## src/rtl/dmem_pkg.sv

```systemverilog
// dmem_pkg: shared types and constants for the data-memory responder.
package dmem_pkg;
    typedef enum logic [1:0] {SZ_BYTE, SZ_HALF, SZ_WORD} size_t;
    typedef enum logic [1:0] {IDLE, WAIT, RESP} state_t;
    localparam int WAIT_W = 4;
endpackage

```

## src/rtl/ld_extend.sv

```systemverilog
// ld_extend: lane select and sign/zero extension of a RAM word for loads.
module ld_extend
    import dmem_pkg::*;
(
    input  logic [31:0] word,
    input  logic [1:0]  off,
    input  size_t       size,
    input  logic        uns,
    output logic [31:0] data
);
    logic [31:0] shifted;
    logic [7:0]  b;
    logic [15:0] h;
    always_comb begin
        shifted = word >> {off, 3'b000};
        b = shifted[7:0];
        h = off[1] ? word[31:16] : word[15:0];
        data = size == SZ_BYTE ? {{24{~uns & b[7]}}, b} :
               size == SZ_HALF ? {{16{~uns & h[15]}}, h} : word;
    end
endmodule

```

## src/rtl/dmem_responder.sv

```systemverilog
// dmem_responder: wait-stated byte/half/word RAM behind valid/ready request and response channels.
// Define MISALIGN_TRAP_EN to trap misaligned accesses with rsp_err instead of forcing alignment.
module dmem_responder
    import dmem_pkg::*;
#(
    parameter int DEPTH       = 64,
    parameter int WAIT_CYCLES = 2
) (
    input  logic        clk,
    input  logic        reset_n,
    input  logic        req_valid,
    output logic        req_ready,
    input  logic        req_we,
    input  logic [1:0]  req_size,
    input  logic        req_unsigned,
    input  logic [31:0] req_addr,
    input  logic [31:0] req_wdata,
    output logic        rsp_valid,
    input  logic        rsp_ready,
    output logic [31:0] rsp_rdata,
    output logic        rsp_err
);
    localparam int AW = $clog2(DEPTH);
    state_t            state, state_nx;
    logic [WAIT_W-1:0] cnt;
    logic              we_q, uns_q;
    size_t             sz_q;
    logic [AW+1:0]     addr_q;
    logic [31:0]       wdata_q;
    logic [31:0]       mem [DEPTH];
    logic [31:0]       ld_data, st_data;
    logic [3:0]        be;
    logic              mis, access;
    assign access = state == WAIT && cnt == '0;
`ifdef MISALIGN_TRAP_EN
    assign mis = (sz_q == SZ_HALF && addr_q[0]) || (sz_q == SZ_WORD && addr_q[1:0] != 2'b00);
`else
    assign mis = 1'b0;
`endif
    always_ff @(posedge clk or negedge reset_n) begin
        if (!reset_n) state <= IDLE;
        else state <= state_nx;
    end
    always_comb begin
        state_nx = state == IDLE ? (req_valid ? WAIT : IDLE) :
                   state == WAIT ? (cnt == '0 ? RESP : WAIT) :
                   (rsp_ready ? IDLE : RESP);
    end
    always_comb begin
        req_ready = state == IDLE;
        rsp_valid = state == RESP;
    end
    always_ff @(posedge clk or negedge reset_n) begin
        if (!reset_n) begin
            cnt       <= '0;
            we_q      <= 1'b0;
            uns_q     <= 1'b0;
            sz_q      <= SZ_BYTE;
            addr_q    <= '0;
            wdata_q   <= '0;
            rsp_rdata <= '0;
            rsp_err   <= 1'b0;
        end else begin
            if (state == IDLE && req_valid) begin
                cnt     <= WAIT_W'(WAIT_CYCLES);
                we_q    <= req_we;
                uns_q   <= req_unsigned;
                sz_q    <= req_size == 2'b11 ? SZ_WORD : size_t'(req_size);
                addr_q  <= req_addr[AW+1:0];
                wdata_q <= req_wdata;
            end else if (state == WAIT && cnt != '0) begin
                cnt <= cnt - 1'b1;
            end
            if (access) begin
                rsp_rdata <= (we_q || mis) ? 32'h0 : ld_data;
                rsp_err   <= mis;
            end
        end
    end
    // Byte enables and lane replication place the right-justified store data on the addressed lanes.
    always_comb begin
        be = sz_q == SZ_BYTE ? 4'b0001 << addr_q[1:0] :
             sz_q == SZ_HALF ? (addr_q[1] ? 4'b1100 : 4'b0011) : 4'b1111;
        st_data = sz_q == SZ_BYTE ? {4{wdata_q[7:0]}} :
                  sz_q == SZ_HALF ? {2{wdata_q[15:0]}} : wdata_q;
    end
    always_ff @(posedge clk) begin
        if (access && we_q && !mis)
            for (int i = 0; i < 4; i++)
                if (be[i]) mem[addr_q[AW+1:2]][8*i +: 8] <= st_data[8*i +: 8];
    end
    ld_extend u_ld_extend (
        .word (mem[addr_q[AW+1:2]]),
        .off  (addr_q[1:0]),
        .size (sz_q),
        .uns  (uns_q),
        .data (ld_data)
    );
endmodule

```

## config.mk

```make
export PLATFORM = sky130hd
export DESIGN_NAME = dmem_responder
export DESIGN_NICKNAME = d
export VERILOG_FILES = /design/src/rtl/dmem_pkg.sv /design/src/rtl/ld_extend.sv /design/src/rtl/dmem_responder.sv
export SDC_FILE = /design/constraint.sdc
export NUM_CORES = 2
export LEC_CHECK = 0
export CORE_MARGIN = 2
export CORE_UTILIZATION = 43
export CTS_CLUSTER_SIZE = 24
export DETAILED_ROUTE_END_ITERATION = 6
export PLACE_DENSITY = 0.61
export SLEW_MARGIN = 25
export SYNTH_ARGS = -nofsm -noshare
export SYNTH_HDL_FRONTEND = slang
export SYNTH_SLANG_ARGS = --single-unit
```

## constraint.sdc

```tcl
create_clock -name clk -period 4.93 [get_ports clk]
set_input_delay 0.986 -clock clk [delete_from_list [all_inputs] [get_ports clk]]
set_output_delay 0.986 -clock clk [all_outputs]
set_load 0.005 [all_outputs]
```

==> reports/metrics.cfg <==
[clocking]
ctsResizeCount=0
ctsLongestPathBuffers=3
clk_latency_ps=850
post_cts_buffers=0
path_clk_slew_ps=60
cts.sinks=2130
hold_buffers=0
cts-root-buf=clkbuf_16
ctsHtreeMaxLevel=4
cts_buffers=210
cts_tree=yes

[yosys]
synthCells=4733
ys.flop_type=edfxtp_1
ys_seq_elements=2130
seq_area_frac_synth=0.784
synth_edf_count=2048
synthesis.area_um2=81100
synth_fp_nets=4807
synthArstFlopShare=0.0385
synthDistinctLibCells=85
syn_area_per_cell_um2=17.1
synth_warnings=0

[sta]
period_needed_ps=4340
skew_ps=34.6
finalCritPeriodShare=0.879
fin_setup_tns_ps=0
slew_viol_final=0
slew_headroom=0.216
tightest_slew_ps=1180
hold_violations=0
rsz0062_at_grt=false
timing.final.ws_setup_ps=595
max_freq_ghz=0.231
setup_viol=0

[route]
ant_nets=0
vias=49500
drc_errors=0
wl_met3_um=29600
met1_length_um=98000
wl_per_cell_um=33.7
dr_wl_met2_um=120000
wl_um=263000
via_per_inst=6.33
drtPass1Iterations=6
first_iter_violations=6863
maxUsedRoutingLayer=met5

[global_routing]
grt_max_degree=66
grt_overflow=0
grt_pass1_vias=46700
antenna_found_initial=25
grt_pass1_wl_um=367000
grtUsageTotal=0.271

[die]
die_h_um=438
die_w_um=438
initial_utilization=0.432
die_area_um2=192000
num_rows=159
core_area_um2=188000
ios=107

[place]
numPortBuffers=81
place_inst=7419
gp_congestion=0.915
place_hpwl_um=165000
post-place-ws_ps=703
place_area_um2=87500

[setup_path]
worst-setup-path-type=reg -> reg
endpoint_kind=register
worst_setup_path_start_kind=register
cp_max_fo=47
worstPathArrival_ps=5060
r2r_cells=10
required_ps=5650

[run]
cap_viol_max_count=0

[min_path]
min_path_type=in -> async

[layout]
fin_area_um2=94100
stdcell_count=7819
drive_gt1_frac=0.165
fill_cells=15300
area_growth_pct=16.1
nNetsFinal=5210

[power_and_ir_drop]
ir_drop_mv=0.475
power_leakage_nw=29.9
power_density_nw_per_um2=623
power_mw=58.6

[run_status]
outcome=finished, final reports clean

[metrics by stage]
step                       util  hold WS (ps)
after floorplan               -           440
after global placement    0.466           458
after detailed placement  0.466           461
after CTS                 0.502           165
after global routing      0.502           207
final                     0.502           187
[worst max-delay path, stage by stage, from the launching register on]
cell and delay (ps):
dfrtp_4 850, buf_4 400, nor3_2 160, buf_12 240
buf_4 270, a221oi_1 310, a31oi_1 190, nor4_1 680
nand4_1 490, a311oi_1 390, o31ai_1 110
[cell families (layout without fill, tap and decap cells)]
family          Yosys count  count (layout)  synth area share
simple gates            860             860            0.0557
buf+inv                 383             962            0.0220
compound gates         1220            1220             0.115
flops                  2130            2130             0.784
xor+xnor                  3               3          0.000324
other cells               1              13         0.0000462
fa+ha+maj                 2               2          0.000308
mux                     134             134            0.0234
[final cells by class]
type | instances | area [µm²] | share of cell area
diodes | 12 | 30.0 | 0.000319
clock inverters | 110 | 966 | 0.0103
inverters | 28 | 105 | 0.00112
well taps | 2495 | 3120 | 0.0332
clock buffers | 278 | 5650 | 0.0600
flip-flops and latches | 2130 | 63600 | 0.675
repair buffers | 546 | 4730 | 0.0502
multi-input cells | 2220 | 16000 | 0.170
[power breakdown]
| group | internal [mW] | total (mW) | switching (mW) |
|---|---|---|---|
| combinational | 5.07 | 18.5 | 13.4 |
| sequential | 23.7 | 24.6 | 0.875 |
| clock | 8.80 | 15.5 | 6.73 |
[Yosys cell counts, drive strengths merged (29+ instances only)]
master     n  share of area
nand2    234          0.011
and4      36         0.0039
o21ai     46         0.0028
nand4     53         0.0041
nand4b    30         0.0032
mux2i     65         0.0080
a22o     131          0.014
dfrtp     82          0.025
a21oi     59         0.0036
o22ai     29         0.0022
a22oi    583          0.054
buf      212          0.014
a221oi    95          0.010
nor2     301          0.014
a31oi     96         0.0074
edfxtp  2048           0.76
clkbuf   143         0.0066
mux4      42          0.012
[placed cells by master (no fill, tap or decap), types with 23 or more instances in the layout]
cell type	Yosys	layout
o21ai_0	40	32
nand4_1	53	53
a22oi_1	582	582
buf_4	19	431
a22o_1	131	131
clkinv_2	0	28
clkdlybuf4s50_1	0	80
clkbuf_16	0	214
a31oi_1	96	96
mux2_2	27	25
a2111oi_0	24	24
dfrtp_1	82	70
edfxtp_1	2048	2048
clkinv_1	0	53
nand4b_1	30	30
o22ai_1	29	29
a41oi_1	26	26
mux2i_1	65	65
a21oi_1	59	59
and4b_1	23	23
a221oi_1	95	95
mux4_2	42	42
nor4bb_1	26	26
and4_1	36	36
inv_1	28	28
buf_12	0	34
nand2_1	234	230
nor2_1	301	300
clkbuf_1	143	59
[path summary, 6_finish.rpt]
kind / endpoint / slack, ps / start
max: rsp_rdata[5] / 590 / addr_q[2]
min: wdata_q[1] / 190 / reset_n
max reg2reg: rsp_rdata[5] / 590 / addr_q[2]
min reg2reg: wdata_q[18] / 470 / wdata_q[18]
max in group asynchronous: rsp_rdata[4] / 3850 / reset_n
min in group clk: wdata_q[18] / 470 / wdata_q[18]
[flip-flops by register name, indices dropped and copies added (netlist names)]
name	flops
state	2
wdata_q	32
cnt	4
we_q	1
rsp_rdata	32
uns_q	1
mem	2048
addr_q	8
sz_q	2
[metal layers]
layer | up-vias | GRT usage
met5 | - | 0
met4 | 22 | 0.142
met3 | 568 | 0.0699
met2 | 3013 | 0.413
met1 | 25600 | 0.358
li1 | 20300 | -
(Power assumes the default switching activity.)
